===== src/rtl/agc_pkg.sv =====
// Shared definitions for the AGC gain controller.
//   - loop state encodings (visible on the state output)
//   - window classification encodings
//   - datapath and counter widths
package agc_pkg;

    localparam int PWR_W  = 37;
    localparam int GAIN_W = 4;
    localparam int CNT_W  = 4;

    typedef enum logic [1:0] {
        ST_IDLE   = 2'd0,
        ST_ACQ    = 2'd1,
        ST_SETTLE = 2'd2,
        ST_TRACK  = 2'd3
    } agc_state_t;

    typedef enum logic [1:0] {
        CLS_IN   = 2'd0,
        CLS_HIGH = 2'd1,
        CLS_LOW  = 2'd2
    } pwr_class_t;

endpackage


===== src/rtl/agc_pwr_classify.sv =====
// Window power classifier, purely combinational.
// Ports:
//   i_power  - window power, unsigned
//   o_class  - CLS_HIGH above PWR_HI, CLS_LOW below PWR_LO, else CLS_IN
// A power equal to either threshold counts as in-band.
module agc_pwr_classify
    import agc_pkg::*;
#(
    parameter logic [PWR_W-1:0] PWR_HI = 37'd80000,
    parameter logic [PWR_W-1:0] PWR_LO = 37'd48000
) (
    input  logic [PWR_W-1:0] i_power,
    output logic [1:0]       o_class
);

    always_comb begin
        o_class = CLS_IN;
        if (i_power > PWR_HI) begin
            o_class = CLS_HIGH;
        end else if (i_power < PWR_LO) begin
            o_class = CLS_LOW;
        end
    end

endmodule


===== src/rtl/agc_gain_ctrl.sv =====
// Closed-loop AGC gain controller. Steps a gain index once per power window
// to keep the measured power between PWR_LO and PWR_HI, with settle blanking
// after each step, lock detection and saturation flags.
// Ports:
//   clk, reset (async, active-low)
//   enable, restart, freeze           - loop controls
//   power_in, power_valid             - one power value per window
//   gain, gain_change                 - gain index and its change pulse
//   locked, sat_hi, sat_lo, state     - loop status
//
// state  | meaning
// IDLE   | loop off, gain held, windows ignored
// ACQ    | counting consecutive in-band windows, stepping on out-of-band
// SETTLE | discarding windows after a gain step
// TRACK  | locked; counting consecutive out-of-band windows toward loss
module agc_gain_ctrl
    import agc_pkg::*;
#(
    parameter logic [PWR_W-1:0]  PWR_HI     = 37'd80000,
    parameter logic [PWR_W-1:0]  PWR_LO     = 37'd48000,
    parameter logic [GAIN_W-1:0] GAIN_INIT  = 4'd8,
    parameter logic [GAIN_W-1:0] GAIN_MIN   = 4'd0,
    parameter logic [GAIN_W-1:0] GAIN_MAX   = 4'd15,
    parameter logic [CNT_W-1:0]  SETTLE_WIN = 4'd2,
    parameter logic [CNT_W-1:0]  LOCK_WIN   = 4'd4,
    parameter logic [CNT_W-1:0]  LOSS_WIN   = 4'd3
) (
    input  logic              clk,
    input  logic              reset,
    input  logic              enable,
    input  logic              restart,
    input  logic              freeze,
    input  logic [PWR_W-1:0]  power_in,
    input  logic              power_valid,
    output logic [GAIN_W-1:0] gain,
    output logic              gain_change,
    output logic              locked,
    output logic              sat_hi,
    output logic              sat_lo,
    output logic [1:0]        state
);

    agc_state_t        r_state;
    logic [GAIN_W-1:0] r_gain;
    logic              r_gain_change;
    logic              r_locked;
    logic              r_sat_hi;
    logic              r_sat_lo;
    logic [CNT_W-1:0]  r_in_cnt;
    logic [CNT_W-1:0]  r_settle_cnt;
    logic [CNT_W-1:0]  r_loss_cnt;

    logic [1:0]        w_class;
    logic [GAIN_W-1:0] w_step_gain;
    logic              w_step_ok;
    logic              w_sat_hi;
    logic              w_sat_lo;

    agc_pwr_classify #(
        .PWR_HI (PWR_HI),
        .PWR_LO (PWR_LO)
    ) u_classify (
        .i_power (power_in),
        .o_class (w_class)
    );

    // Candidate gain for this window; equals r_gain when clamped at a limit.
    always_comb begin
        w_step_gain = r_gain;
        if (w_class == CLS_HIGH && r_gain != GAIN_MIN) begin
            w_step_gain = r_gain - 4'd1;
        end else if (w_class == CLS_LOW && r_gain != GAIN_MAX) begin
            w_step_gain = r_gain + 4'd1;
        end
    end

    assign w_step_ok = (w_step_gain != r_gain) && !freeze;
    // Evaluated against the pre-step gain, so a window that actually moves
    // the gain always yields zero here.
    assign w_sat_hi  = (w_class == CLS_LOW)  && (r_gain == GAIN_MAX);
    assign w_sat_lo  = (w_class == CLS_HIGH) && (r_gain == GAIN_MIN);

    always_ff @(posedge clk or negedge reset) begin
        if (!reset) begin
            r_state       <= ST_IDLE;
            r_gain        <= GAIN_INIT;
            r_gain_change <= 1'b0;
            r_locked      <= 1'b0;
            r_sat_hi      <= 1'b0;
            r_sat_lo      <= 1'b0;
            r_in_cnt      <= '0;
            r_settle_cnt  <= '0;
            r_loss_cnt    <= '0;
        end else begin
            r_gain_change <= 1'b0;
            if (restart) begin
                r_gain        <= GAIN_INIT;
                r_gain_change <= (r_gain != GAIN_INIT);
                r_locked      <= 1'b0;
                r_sat_hi      <= 1'b0;
                r_sat_lo      <= 1'b0;
                r_in_cnt      <= '0;
                r_loss_cnt    <= '0;
                if (enable) begin
                    r_state      <= ST_SETTLE;
                    r_settle_cnt <= SETTLE_WIN;
                end else begin
                    r_state      <= ST_IDLE;
                    r_settle_cnt <= '0;
                end
            end else if (!enable) begin
                r_state      <= ST_IDLE;
                r_locked     <= 1'b0;
                r_in_cnt     <= '0;
                r_settle_cnt <= '0;
                r_loss_cnt   <= '0;
            end else begin
                case (r_state)
                    ST_IDLE: begin
                        r_state <= ST_ACQ;
                    end
                    ST_ACQ: begin
                        if (power_valid) begin
                            r_sat_hi <= w_sat_hi;
                            r_sat_lo <= w_sat_lo;
                            if (w_class == CLS_IN) begin
                                if (r_in_cnt + 4'd1 == LOCK_WIN) begin
                                    r_state    <= ST_TRACK;
                                    r_locked   <= 1'b1;
                                    r_in_cnt   <= '0;
                                    r_loss_cnt <= '0;
                                end else begin
                                    r_in_cnt <= r_in_cnt + 4'd1;
                                end
                            end else begin
                                r_in_cnt <= '0;
                                if (w_step_ok) begin
                                    r_gain        <= w_step_gain;
                                    r_gain_change <= 1'b1;
                                    r_settle_cnt  <= SETTLE_WIN;
                                    r_state       <= ST_SETTLE;
                                end
                            end
                        end
                    end
                    ST_SETTLE: begin
                        r_locked <= 1'b0;
                        if (power_valid) begin
                            if (r_settle_cnt <= 4'd1) begin
                                r_settle_cnt <= '0;
                                r_state      <= ST_ACQ;
                            end else begin
                                r_settle_cnt <= r_settle_cnt - 4'd1;
                            end
                        end
                    end
                    ST_TRACK: begin
                        if (power_valid) begin
                            r_sat_hi <= w_sat_hi;
                            r_sat_lo <= w_sat_lo;
                            if (w_class == CLS_IN) begin
                                r_loss_cnt <= '0;
                            end else if (r_loss_cnt + 4'd1 == LOSS_WIN) begin
                                r_loss_cnt <= '0;
                                r_locked   <= 1'b0;
                                if (w_step_ok) begin
                                    r_gain        <= w_step_gain;
                                    r_gain_change <= 1'b1;
                                    r_settle_cnt  <= SETTLE_WIN;
                                    r_state       <= ST_SETTLE;
                                end else begin
                                    r_state <= ST_ACQ;
                                end
                            end else begin
                                r_loss_cnt <= r_loss_cnt + 4'd1;
                            end
                        end
                    end
                    default: r_state <= ST_IDLE;
                endcase
            end
        end
    end

    assign gain        = r_gain;
    assign gain_change = r_gain_change;
    assign locked      = r_locked;
    assign sat_hi      = r_sat_hi;
    assign sat_lo      = r_sat_lo;
    assign state       = r_state;

endmodule


===== config.mk =====
export PLATFORM = sky130hd
export DESIGN_NAME = agc_gain_ctrl
export DESIGN_NICKNAME = d
export VERILOG_FILES = /design/src/rtl/agc_pkg.sv /design/src/rtl/agc_pwr_classify.sv /design/src/rtl/agc_gain_ctrl.sv
export SDC_FILE = /design/constraint.sdc
export NUM_CORES = 1
export LEC_CHECK = 0
export ABC_AREA = 1
export CELL_PAD_IN_SITES_DETAIL_PLACEMENT = 0
export CELL_PAD_IN_SITES_GLOBAL_PLACEMENT = 1
export CORE_ASPECT_RATIO = 0.75
export CORE_MARGIN = 1.5
export CORE_UTILIZATION = 47
export DETAILED_ROUTE_END_ITERATION = 7
export DONT_BUFFER_PORTS = 1
export HOLD_SLACK_MARGIN = 0.06
export PLACE_DENSITY = 0.86
export SYNTH_ARGS = -nofsm -noshare
export SYNTH_HDL_FRONTEND = slang
export SYNTH_HIERARCHICAL = 1
export SYNTH_SLANG_ARGS = --single-unit

===== constraint.sdc =====
create_clock -name clk -period 3.35 [get_ports clk]
set_input_delay 1.005 -clock clk [delete_from_list [all_inputs] [get_ports clk]]
set_output_delay 1.005 -clock clk [all_outputs]
set_load 0.01 [all_outputs]

==> PnR_summary.wiki <==
{| class="wikitable"
! Metric !! Value
|-
| Status || completed
|-
| Count of buffering cells on the critical path with inverters included || 1
|-
| Area Growth Syn to Fin || 3.76%
|-
| Max frequency || 421 MHz
|-
| Diodes inserted || 0
|-
| Die outline width || 80.8 um
|-
| Total of warnings raised by yosys || 6
|-
| Required time of the critical path || around 3500 ps
|-
| Most used flip-flop cell after synthesis || sky130_fd_sc_hd__dfrtp_1
|-
| Kind of path behind the tightest hold check || in2async
|-
| Hold-fix buffer count after cts || 0
|-
| Post-CTS Setup Inserts || 0
|-
| Placer Congestion || 0.914
|-
| Highest cell delay on the worst timing path || 310 ps
|-
| Portion of synthesized cell area occupied by the leading cell type || around 25%
|-
| Initial cell density of the core || 50.7%
|-
| Nets || 383
|-
| Post-synthesis instance area || 2130 sq um
|-
| Routed wirelength normalized by instance count || ~12 um
|-
| Post-layout total power || 868 uW
|-
| Residual overflow from global routing || 0
|-
| Post-synth top cells || sky130_fd_sc_hd__nand2_1, sky130_fd_sc_hd__nor2_1, sky130_fd_sc_hd__nand3_1, sky130_fd_sc_hd__inv_1, sky130_fd_sc_hd__dfrtp_1
|-
| Number of cells upsized or downsized after cts || 0
|-
| TritonCTS clock tree || built
|-
| Pre-Repair DR Iteration Count || 4
|-
| All-Layer GR Usage || 20.1%
|-
| Launching element type of the critical path || input pin
|-
| Clock Pin Slew Worst Setup and Hold Paths || 90 ps
|-
| Pwr per Cell Area || slightly below 400 nW/um^2
|-
| Largest driver fanout on the critical path || 6
|-
| Detail-routed via count per cell || 5.05
|-
| Synthesized Nets || 382
|-
| Actual transition at the worst max-transition pin || around 370 ps
|-
| Ports || 53
|-
| Vias after detailed routing || 1945
|-
| Most numerous cell in the Yosys netlist || sky130_fd_sc_hd__nand2_1
|-
| Leakage dissipation || between 0.001 and 0.0015 uW
|-
| Number of global-route vias before repair || 1685
|-
| Routed wire length || between 4000 and 5000 um
|-
| Cells traversed along the worst timing path || nor2_1 > nand2_1 > nor2_1 > nand3_1 > nor2_1 > inv_2 > nor2_2 > nand2_4 > nand2_4 > nand2_4 > nand3b_4 > nand3_1 > o21ai_1
|-
| Final-report max-slew violation count || 0
|-
| Share of synthesized area occupied by flip-flops and latches || between 20% and 30%
|-
| Family with the most delay on the worst path || simple AND/OR/NAND/NOR gates
|-
| Clk Latency, worst-skew pair || approximately 270 ps
|-
| Post-synthesis async set-or-reset flop share || 100%
|-
| Number of flip-flops and latches in the synthesized netlist || 22
|-
| Num Clock Sinks || 22
|-
| Maxcap violations || 0
|-
| Slew margin rel. || about three quarters
|-
| Row Count || 20
|-
| Top cells by area in the synthesized netlist || sky130_fd_sc_hd__dfrtp_1, sky130_fd_sc_hd__nand2_1, sky130_fd_sc_hd__nor2_1
|-
| Number of antenna violations at the first check in global routing || 0
|-
| Mean instance size in the synthesized netlist || roughly 6.5 sq um
|-
| Max Clock Skew || 8.34 ps
|-
| Count of nets left with antenna violations after detail routing || 0
|-
| Detailed router's first-iteration violation count || 86
|-
| Number of standard cells after synthesis || 330
|-
| Height of the chip || 61.3 um
|-
| Hold WS || between 400 and 500 ps
|-
| Buffer depth of the longest clock path || 2
|-
| Pin count of the biggest net entering global routing || 23
|-
| Cell type of the slowest stage on the worst timing path || sky130_fd_sc_hd__nor2_1
|-
| Final clock period utilization by the worst path || 70.9%
|-
| Accumulated negative setup slack || 0 ps
|-
| First-pass GRT wire length || a little under 8000 um
|-
| Core area || 4200 sq um
|-
| Number of buffers created by CTS || 3
|-
| Min cycle time layout || 2370 ps
|-
| Library cell with the largest summed area after synthesis || sky130_fd_sc_hd__dfrtp_1
|-
| Number of enable flip-flop cells after synthesis || 0
|-
| Post-route DRC violation count || 0
|-
| H-tree depth || 1
|-
| Final HPWL from detailed placement || 3640 um
|-
| Crit Path Class || in2reg
|-
| RSZ-0062 raised after global routing || false
|-
| Highest ir drop seen on vdd || 216 uV
|-
| Share of layout cells above drive strength 1 || 17.0%
|-
| Root Buffer Master || sky130_fd_sc_hd__clkbuf_8
|-
| Data arrival time of the critical path || 2530 ps
|-
| Total of buffers placed on input and output ports || 0
|-
| Final setup viols || 0
|-
| Final Hold Viols || 0
|-
| Type of destination of the critical path || flip-flop
|-
| Total Die Area || 4950 sq um
|-
| Number of distinct library cells after synthesis || 32
|}
==> power breakdown <==
part / switching [uW] / internal, uW / leakage [uW]
registers: 65.9 / 298 / 0.000295
logic: 193 / 117 / 0.000790
clock network: 88.9 / 105 / 0.0000288
==> path summary, 6_finish.rpt <==
check	startpoint	end	slack, ps	cells past startpoint
worst max register to register	gain[0]$_DFFE_PN0P_	gain[1]$_DFFE_PN0P_	1580	9
min in group clk	r_settle_cnt[1]$_DFFE_PN0P_	r_settle_cnt[1]$_DFFE_PN0P_	470	2
max in group asynchronous	reset	gain[3]$_DFFE_PN1P_	2760	0
worst max-delay path	power_in[17]	gain[1]$_DFFE_PN0P_	980	13
worst min register to register	r_settle_cnt[1]$_DFFE_PN0P_	r_settle_cnt[1]$_DFFE_PN0P_	470	2
worst min-delay path	reset	r_loss_cnt[1]$_DFFE_PN0P_	420	0
==> layout by cell type, fill, tap and decap left out, types with 2 or more instances in the layout <==
cell and count:
sky130_fd_sc_hd__clkbuf_8 4, sky130_fd_sc_hd__nor3_1 4, sky130_fd_sc_hd__nand3_2 4, sky130_fd_sc_hd__o31ai_1 2, sky130_fd_sc_hd__nor2_1 48, sky130_fd_sc_hd__nor2_2 12
sky130_fd_sc_hd__nand2_2 6, sky130_fd_sc_hd__inv_2 14, sky130_fd_sc_hd__dfrtp_1 21, sky130_fd_sc_hd__nand2_1 99, sky130_fd_sc_hd__o21ai_0 9, sky130_fd_sc_hd__o21ai_1 2
sky130_fd_sc_hd__nand4_1 7, sky130_fd_sc_hd__nand3_1 31, sky130_fd_sc_hd__xor2_1 4, sky130_fd_sc_hd__inv_1 27, sky130_fd_sc_hd__nor2_4 4, sky130_fd_sc_hd__nand2_4 6
sky130_fd_sc_hd__ha_1 9, sky130_fd_sc_hd__a21oi_1 7
==> per-stage QoR <==
step	area [sq um]	util [%]	setup slack, ps	instances
after detailed placement	2160	51.3	687	381
after floorplan	2130	-	850	330
final	2210	52.6	976	385
after global placement	2160	51.3	702	381
after global routing	2210	52.6	744	385
after CTS	2210	52.6	980	385
==> final cells by class <==
class | count | area [sq um]
sequential | 22 | 552
inverter | 42 | 158
fill | 449 | 1990
clock buffer | 4 | 55.1
tap | 55 | 68.8
multi-input combinational | 262 | 1380
==> registers in the layout, indices dropped and copies added, names as in the netlist <==
register,count
locked,1
state,2
sat_hi,1
r_loss_cnt,4
gain_change,1
gain,4
r_in_cnt,4
r_settle_cnt,4
sat_lo,1
==> worst reg2reg max path: cells and delay by family, from the launching register on <==
| family | cells | cell delay [ps] |
|---|---|---|
| adders and majority gates | 1 | 260 |
| buffers and inverters | 1 | 150 |
| AOI/OAI and AO/OA | 1 | 70 |
| and+or+nand+nor | 6 | 640 |
| DFF | 1 | 550 |
==> layer usage <==
metal	routed length (um)	share of wire, %	up-vias	GRT usage [%]
met1	2390	53	854	29.7
met5	0	0	-	0
met3	262	5.8	4	4.44
met2	1860	41	43	30.7
li1	-	-	1044	-
met4	34	0.75	0	3.20
==> logic make-up (layout without fill, tap and decap cells) <==
logic type | after synthesis | after routing | synth area share (%)
DFF | 22 | 22 | 25.9
AOI/OAI and AO/OA | 25 | 25 | 7.16
and+or+nand+nor | 224 | 224 | 50.6
buffers and inverters | 46 | 46 | 9.45
adders and majority gates | 9 | 9 | 5.28
xor gates and xnor gates | 4 | 4 | 1.64
No activity file was read; power rests on OpenSTA's default activity.
